### config.mk
export PLATFORM = sky130hd
export DESIGN_NAME = pipe_stage_reg
export DESIGN_NICKNAME = d
export VERILOG_FILES = /design/src/rtl/pipe_stage_reg_pkg.sv /design/src/rtl/pipe_stage_entry.sv /design/src/rtl/pipe_stage_reg.sv
export SDC_FILE = /design/constraint.sdc
export NUM_CORES = 1
export LEC_CHECK = 0
export BUFFER_PORTS_ARGS = -buffer_cell sky130_fd_sc_hd__buf_2
export CAP_MARGIN = 25
export CORE_MARGIN = 10
export CORE_UTILIZATION = 57
export CTS_CLUSTER_DIAMETER = 150
export CTS_CLUSTER_SIZE = 8
export DETAILED_ROUTE_END_ITERATION = 12
export GPL_TIMING_DRIVEN = 1
export PLACE_DENSITY = 0.84
export SKIP_CTS_REPAIR_TIMING = 1
export SLEW_MARGIN = 20
export SYNTH_ARGS = -nofsm -noshare
export SYNTH_HDL_FRONTEND = slang
export SYNTH_SLANG_ARGS = --single-unit
### constraint.sdc
create_clock -name clk -period 4.9 [get_ports clk]
set_input_delay 0.98 -clock clk [delete_from_list [all_inputs] [get_ports clk]]
set_output_delay 0.98 -clock clk [all_outputs]
set_load 0.005 [all_outputs]
### src/rtl/pipe_stage_reg_pkg.sv
// pipe_stage_reg_pkg
//   Shared definitions for the pipeline stage registers.
//   - Per-stage payload widths (IF/ID, ID/EX, EX/MEM, MEM/WB bundles).
//   - NOP payload constants per stage, passed to pipe_stage_reg as RST_VAL.
//   - Stage occupancy state type and its decode from the entry valid bits.
package pipe_stage_reg_pkg;

  localparam int AddrW    = 32;
  localparam int InstW    = 32;
  localparam int DataW    = 32;
  localparam int ALUOpW   = 8;
  localparam int RegAddrW = 5;

  localparam logic [DataW-1:0]  ZeroWord = '0;
  localparam logic [ALUOpW-1:0] ALU_NOP  = '0;

  // pc, inst
  localparam int IFID_W  = AddrW + InstW;
  // pc, aluop, opr1, opr2, wraddr, wreg, resfmem
  localparam int IDEX_W  = AddrW + ALUOpW + 2*DataW + RegAddrW + 2;
  // alures, store data, wraddr, wreg, resfmem
  localparam int EXMEM_W = 2*DataW + RegAddrW + 2;
  // wdata, wraddr, wreg
  localparam int MEMWB_W = DataW + RegAddrW + 1;

  localparam logic [IFID_W-1:0]  IFID_NOP  = {ZeroWord, ZeroWord};
  localparam logic [IDEX_W-1:0]  IDEX_NOP  = {ZeroWord, ALU_NOP, ZeroWord, ZeroWord,
                                              {RegAddrW{1'b0}}, 1'b0, 1'b0};
  localparam logic [EXMEM_W-1:0] EXMEM_NOP = {ZeroWord, ZeroWord, {RegAddrW{1'b0}}, 1'b0, 1'b0};
  localparam logic [MEMWB_W-1:0] MEMWB_NOP = {ZeroWord, {RegAddrW{1'b0}}, 1'b0};

  typedef enum logic [1:0] {
    ST_EMPTY   = 2'd0,
    ST_FULL    = 2'd1,
    ST_SKIDDED = 2'd2
  } stage_state_t;

  // The skid entry is only ever occupied while the main entry is, so the
  // two valid bits fully determine the occupancy state.
  function automatic stage_state_t decode_state(input logic m_vld, input logic s_vld);
    if (s_vld)      return ST_SKIDDED;
    else if (m_vld) return ST_FULL;
    else            return ST_EMPTY;
  endfunction

endpackage

### src/rtl/pipe_stage_entry.sv
// pipe_stage_entry
//   One valid flag plus payload flop. clear wins over load; both reset and
//   clear return the payload to RST_VAL so a cleared entry reads as a NOP.
//   Ports:
//     clk, rst   clock, asynchronous active-low reset
//     load       capture d and mark valid
//     clear      drop the entry, payload back to RST_VAL
//     d          payload to capture
//     vld, q     entry valid flag and stored payload
module pipe_stage_entry #(
  parameter int             DW      = 8,
  parameter logic [DW-1:0]  RST_VAL = '0
) (
  input  logic          clk,
  input  logic          rst,
  input  logic          load,
  input  logic          clear,
  input  logic [DW-1:0] d,
  output logic          vld,
  output logic [DW-1:0] q
);

  always_ff @(posedge clk or negedge rst) begin
    if (!rst) begin
      vld <= 1'b0;
      q   <= RST_VAL;
    end else if (clear) begin
      vld <= 1'b0;
      q   <= RST_VAL;
    end else if (load) begin
      vld <= 1'b1;
      q   <= d;
    end
  end

endmodule

### src/rtl/pipe_stage_reg.sv
// pipe_stage_reg
//   Generic valid/ready pipeline stage register with synchronous flush.
//   SKID=1: main entry M plus skid entry S; in_ready is the inverse of the
//           S valid flop, so the ready path does not chain between stages.
//   SKID=0: single entry; in_ready = !out_valid | out_ready.
//   Optional build macro PIPE_STALL_CNT_EN adds the stall_cnt output, a
//   saturating count of cycles with out_valid & !out_ready (reset only).
//   Ports:
//     clk, rst                      clock, asynchronous active-low reset
//     flush                         synchronous kill of all held entries
//     in_valid, in_ready, in_data   upstream handshake and payload
//     out_valid, out_ready, out_data downstream handshake and payload
//     stall_cnt                     (PIPE_STALL_CNT_EN only) stall cycle count
module pipe_stage_reg
  import pipe_stage_reg_pkg::*;
#(
  parameter int             DW      = IDEX_W,
  parameter logic [DW-1:0]  RST_VAL = '0,
  parameter bit             SKID    = 1'b1
) (
  input  logic          clk,
  input  logic          rst,
  input  logic          flush,
  input  logic          in_valid,
  output logic          in_ready,
  input  logic [DW-1:0] in_data,
  output logic          out_valid,
  input  logic          out_ready,
  output logic [DW-1:0] out_data
`ifdef PIPE_STALL_CNT_EN
  ,
  output logic [31:0]   stall_cnt
`endif
);

  logic          m_vld;
  logic [DW-1:0] m_q;
  logic          s_vld;
  logic [DW-1:0] s_q;
  logic          in_fire;
  logic          out_fire;
  logic          m_load;
  logic          m_clear;
  logic [DW-1:0] m_d;
  stage_state_t  state;

  assign state     = decode_state(m_vld, s_vld);
  assign out_valid = m_vld;
  assign out_data  = m_q;
  assign in_fire   = in_valid & in_ready;
  assign out_fire  = m_vld & out_ready;

  // Main entry next-value selection. In SKIDDED in_ready is low, so the
  // only way forward is promoting S into M when M drains.
  always_comb begin
    m_load = 1'b0;
    m_d    = in_data;
    case (state)
      ST_EMPTY:   m_load = in_fire;
      ST_FULL:    m_load = in_fire & out_fire;
      ST_SKIDDED: begin
        m_load = out_fire;
        m_d    = s_q;
      end
      default:    m_load = 1'b0;
    endcase
  end

  // Draining without a refill returns M to the NOP payload; flush overrides
  // everything, while an out_fire in the flush cycle has already completed.
  assign m_clear = flush | (out_fire & ~m_load);

  pipe_stage_entry #(
    .DW      (DW),
    .RST_VAL (RST_VAL)
  ) u_main (
    .clk   (clk),
    .rst   (rst),
    .load  (m_load),
    .clear (m_clear),
    .d     (m_d),
    .vld   (m_vld),
    .q     (m_q)
  );

  if (SKID) begin : g_skid
    logic s_load;
    logic s_clear;

    // A payload lands in S only when M is held by downstream.
    assign s_load  = (state == ST_FULL) & in_fire & ~out_fire;
    assign s_clear = flush | ((state == ST_SKIDDED) & out_fire);

    pipe_stage_entry #(
      .DW      (DW),
      .RST_VAL (RST_VAL)
    ) u_skid (
      .clk   (clk),
      .rst   (rst),
      .load  (s_load),
      .clear (s_clear),
      .d     (in_data),
      .vld   (s_vld),
      .q     (s_q)
    );

    assign in_ready = ~s_vld;
  end else begin : g_single
    assign s_vld    = 1'b0;
    assign s_q      = RST_VAL;
    assign in_ready = ~m_vld | out_ready;
  end

`ifdef PIPE_STALL_CNT_EN
  function automatic logic [31:0] sat_inc(input logic [31:0] v);
    return (v == 32'hFFFF_FFFF) ? v : v + 32'd1;
  endfunction

  always_ff @(posedge clk or negedge rst) begin
    if (!rst)
      stall_cnt <= '0;
    else if (m_vld & ~out_ready)
      stall_cnt <= sat_inc(stall_cnt);
  end
`endif

endmodule

==> impl_results.md <==
* Power Total at ~4.3 mW
* Minimum clock period at 2850 ps
* Mapped Area at ~9000 µm²
* HPWL after DPL at roughly 16000 µm
* # IOs at between 200 and 250
* CTS clk-pin slew, worst paths at about 50 ps
* Yosys warns at 0
* Final hold slack at around 480 ps
* Endpoints failing hold at 0
* TritonCTS clock tree: built
* DR WL/cell at 22.8 µm
* Setup TNS at 0 ps
* Die area at between 20000 and 25000 µm²
* CP Launch Type: flop
* Max-slew violation count at 0
* Rows at 45
* Fin worst setup slack at just over 2000 ps
* Adder-Cell Fraction of Synth Area at 0
* Synth Register Bits at roughly 220
* Detail Route Antenna Nets at 0
* Most common cell after layout, fill and taps aside: buf_2
* Maxcap violations at 0
* Syn_nets at ~750
* Layout fillers at slightly above 1000
* Fin area at between 10000 and 15000 µm²
* GR Overflow Total at 0
* Fmax at 351 MHz
* Final wirelength at around 24000 µm
* RSZ-0062 raised after global routing: no
* Setup crit end kind: flop
* Worst Setup Path Type: reg2reg
* Multi-input logic area at approximately 3200 µm²
* Area growth syn-to-layout at 23.4%
* Worst Skew at ~17 ps
* Final setup viols at 0
* Clock tree buffer depth at 3
* Vias in the first global route at about 7000
* DR pass1 iterations at 4
* Post-synthesis mux area share at 0.123
* Via density at slightly above 6
* Hold crit path type: reg2reg
* Layout cells sized above 1 at 0.327
* First-pass GRT wire length at between 30000 and 40000 µm
* Power Dens Cells at between 300 and 400 nW/µm²
* Starting density of the core at 0.588
* Worst-path maximum fanout at 58
* Setup WS pre-CTS at between 1500 and 2000 ps
* Final #Nets at 960
* Slew headroom at 0.357
* Core area at roughly 15000 µm²
* Largest net degree at the start of global routing at 130
* Number of port buffers at 228
* Clock Latency Late Sink at 530 ps
* Synth Area in Simple Gates at 0.00470
* FF/Latch Area at around 5600 µm²
* Routed vias at between 6000 and 7000
* Clock sink total at roughly 220
* Root Driver: clkbuf_16
* Post-Synthesis Cells at between 600 and 700
* Least-Margin Pin Slew at 964 ps
* Placed Instance Area at slightly above 10000 µm²
* Total GRT Usage at 0.219
* CP Data Arrival Time at 3300 ps
* Final Cycle Share at 0.581
* Most frequent cells in the layout: buf_2 (227), dfrtp_1 (223), a22o_1 (111), mux2i_1 (111), o2bb2ai_1 (111)
* Lkg Pwr at between 5 and 6 nW
* Initial antenna violation count at 0
* Routability cong. at 0.828
* N_diodes at 0
* CTS Buf Count at 31
* CP required at 5350 ps
* Sequential share of the synthesized area at 0.620
* Run status: complete, no violations
* Distinct cells, synth at 19
* DRC viols at 0
* Iter 0 DRT Violations at about 470
* Largest family of logic cells by synthesized area: compound AO/OA/AOI/OAI gates
* Average cell area after synthesis at 14.3 µm²
* Post-synthesis compound-gate area fraction at 0.220
* DIE WIDTH at 146 µm
* Peak VDD IR at 0.000286 V
* Die Y at about 150 µm
* H-tree level count at 1
* XOR/XNOR Fraction of Synth Area at 0
[area by class of cell]
| cell class | instances | area share |
|---|---|---|
| clock buffer | 32 | 0.0698 |
| clock inverter | 1 | 0.000785 |
| inverter | 2 | 0.000673 |
| multi-input combinational | 346 | 0.284 |
| sequential | 224 | 0.503 |
| tap | 211 | 0.0237 |
| timing repair buffer | 239 | 0.118 |
[cell families after synthesis]
group,after synthesis
flops,224
buf+inv,63
compound gates,229
mux,111
simple gates,6
[critical path, cell delays in order (launching register included)]
cell and delay [ps]:
dfrtp_4 1030, and4bb_1 320, a311oi_4 280, buf_4 570
buf_16 320, a22o_1 210
[metrics by stage]
step,utilization,std cells
after detailed placement,0.672,1020
after CTS,0.723,1053
final,0.726,1055
after floorplan,-,633
after global placement,0.668,1018
after global routing,0.726,1055
[sequential cells by signal, summed over array words and instances (netlist names)]
register           count
g_skid.u_skid.q      111
u_main.q             111
g_skid.u_skid.vld      1
u_main.vld             1
[final timing paths]
path | start | cells past startpoint | slack (ps) | to
min reg2reg | u_main.q[9] | 1 | 480 | u_main.q[9]
max | g_skid.u_skid.vld | 5 | 2050 | g_skid.u_skid.q[36]
min in group asynchronous | rst | 1 | 510 | u_main.q[94]
max in group asynchronous | rst | 2 | 3360 | u_main.q[37]
max reg2reg | g_skid.u_skid.vld | 5 | 2050 | g_skid.u_skid.q[36]
min | u_main.q[9] | 1 | 480 | u_main.q[9]
[synthesized netlist by cell type]
cell type	n	share of area
inv_1	2	0.00083
buf_2	24	0.013
a2111o_1	1	0.0012
nor2_1	1	0.00041
buf_1	4	0.0017
nand2b_1	1	0.00069
buf_4	7	0.0058
dfrtp_1	224	0.62
a311oi_1	1	0.00097
and4bb_1	1	0.0014
clkbuf_1	26	0.011
o21a_1	1	0.00083
and2b_1	1	0.00083
a22o_1	111	0.11
mux2i_1	111	0.12
o21ai_0	1	0.00055
a21oi_1	3	0.0017
nor2b_1	2	0.0014
o2bb2ai_1	111	0.11
[per-layer routing]
metal  up-vias  GRT usage  wire (µm)
li1       2853          -          -
met1      3314      0.287      10000
met2       330      0.346      11300
met3        43     0.0689       2250
met4         0     0.0607        480
met5         -          0          0
[power breakdown]
| group | switching (mW) | total [mW] | internal (mW) |
|---|---|---|---|
| logic | 0.252 | 0.446 | 0.194 |
| registers | 0.0756 | 2.03 | 1.95 |
| clock network | 0.706 | 1.81 | 1.10 |
Power figures use the tool's default switching activity.
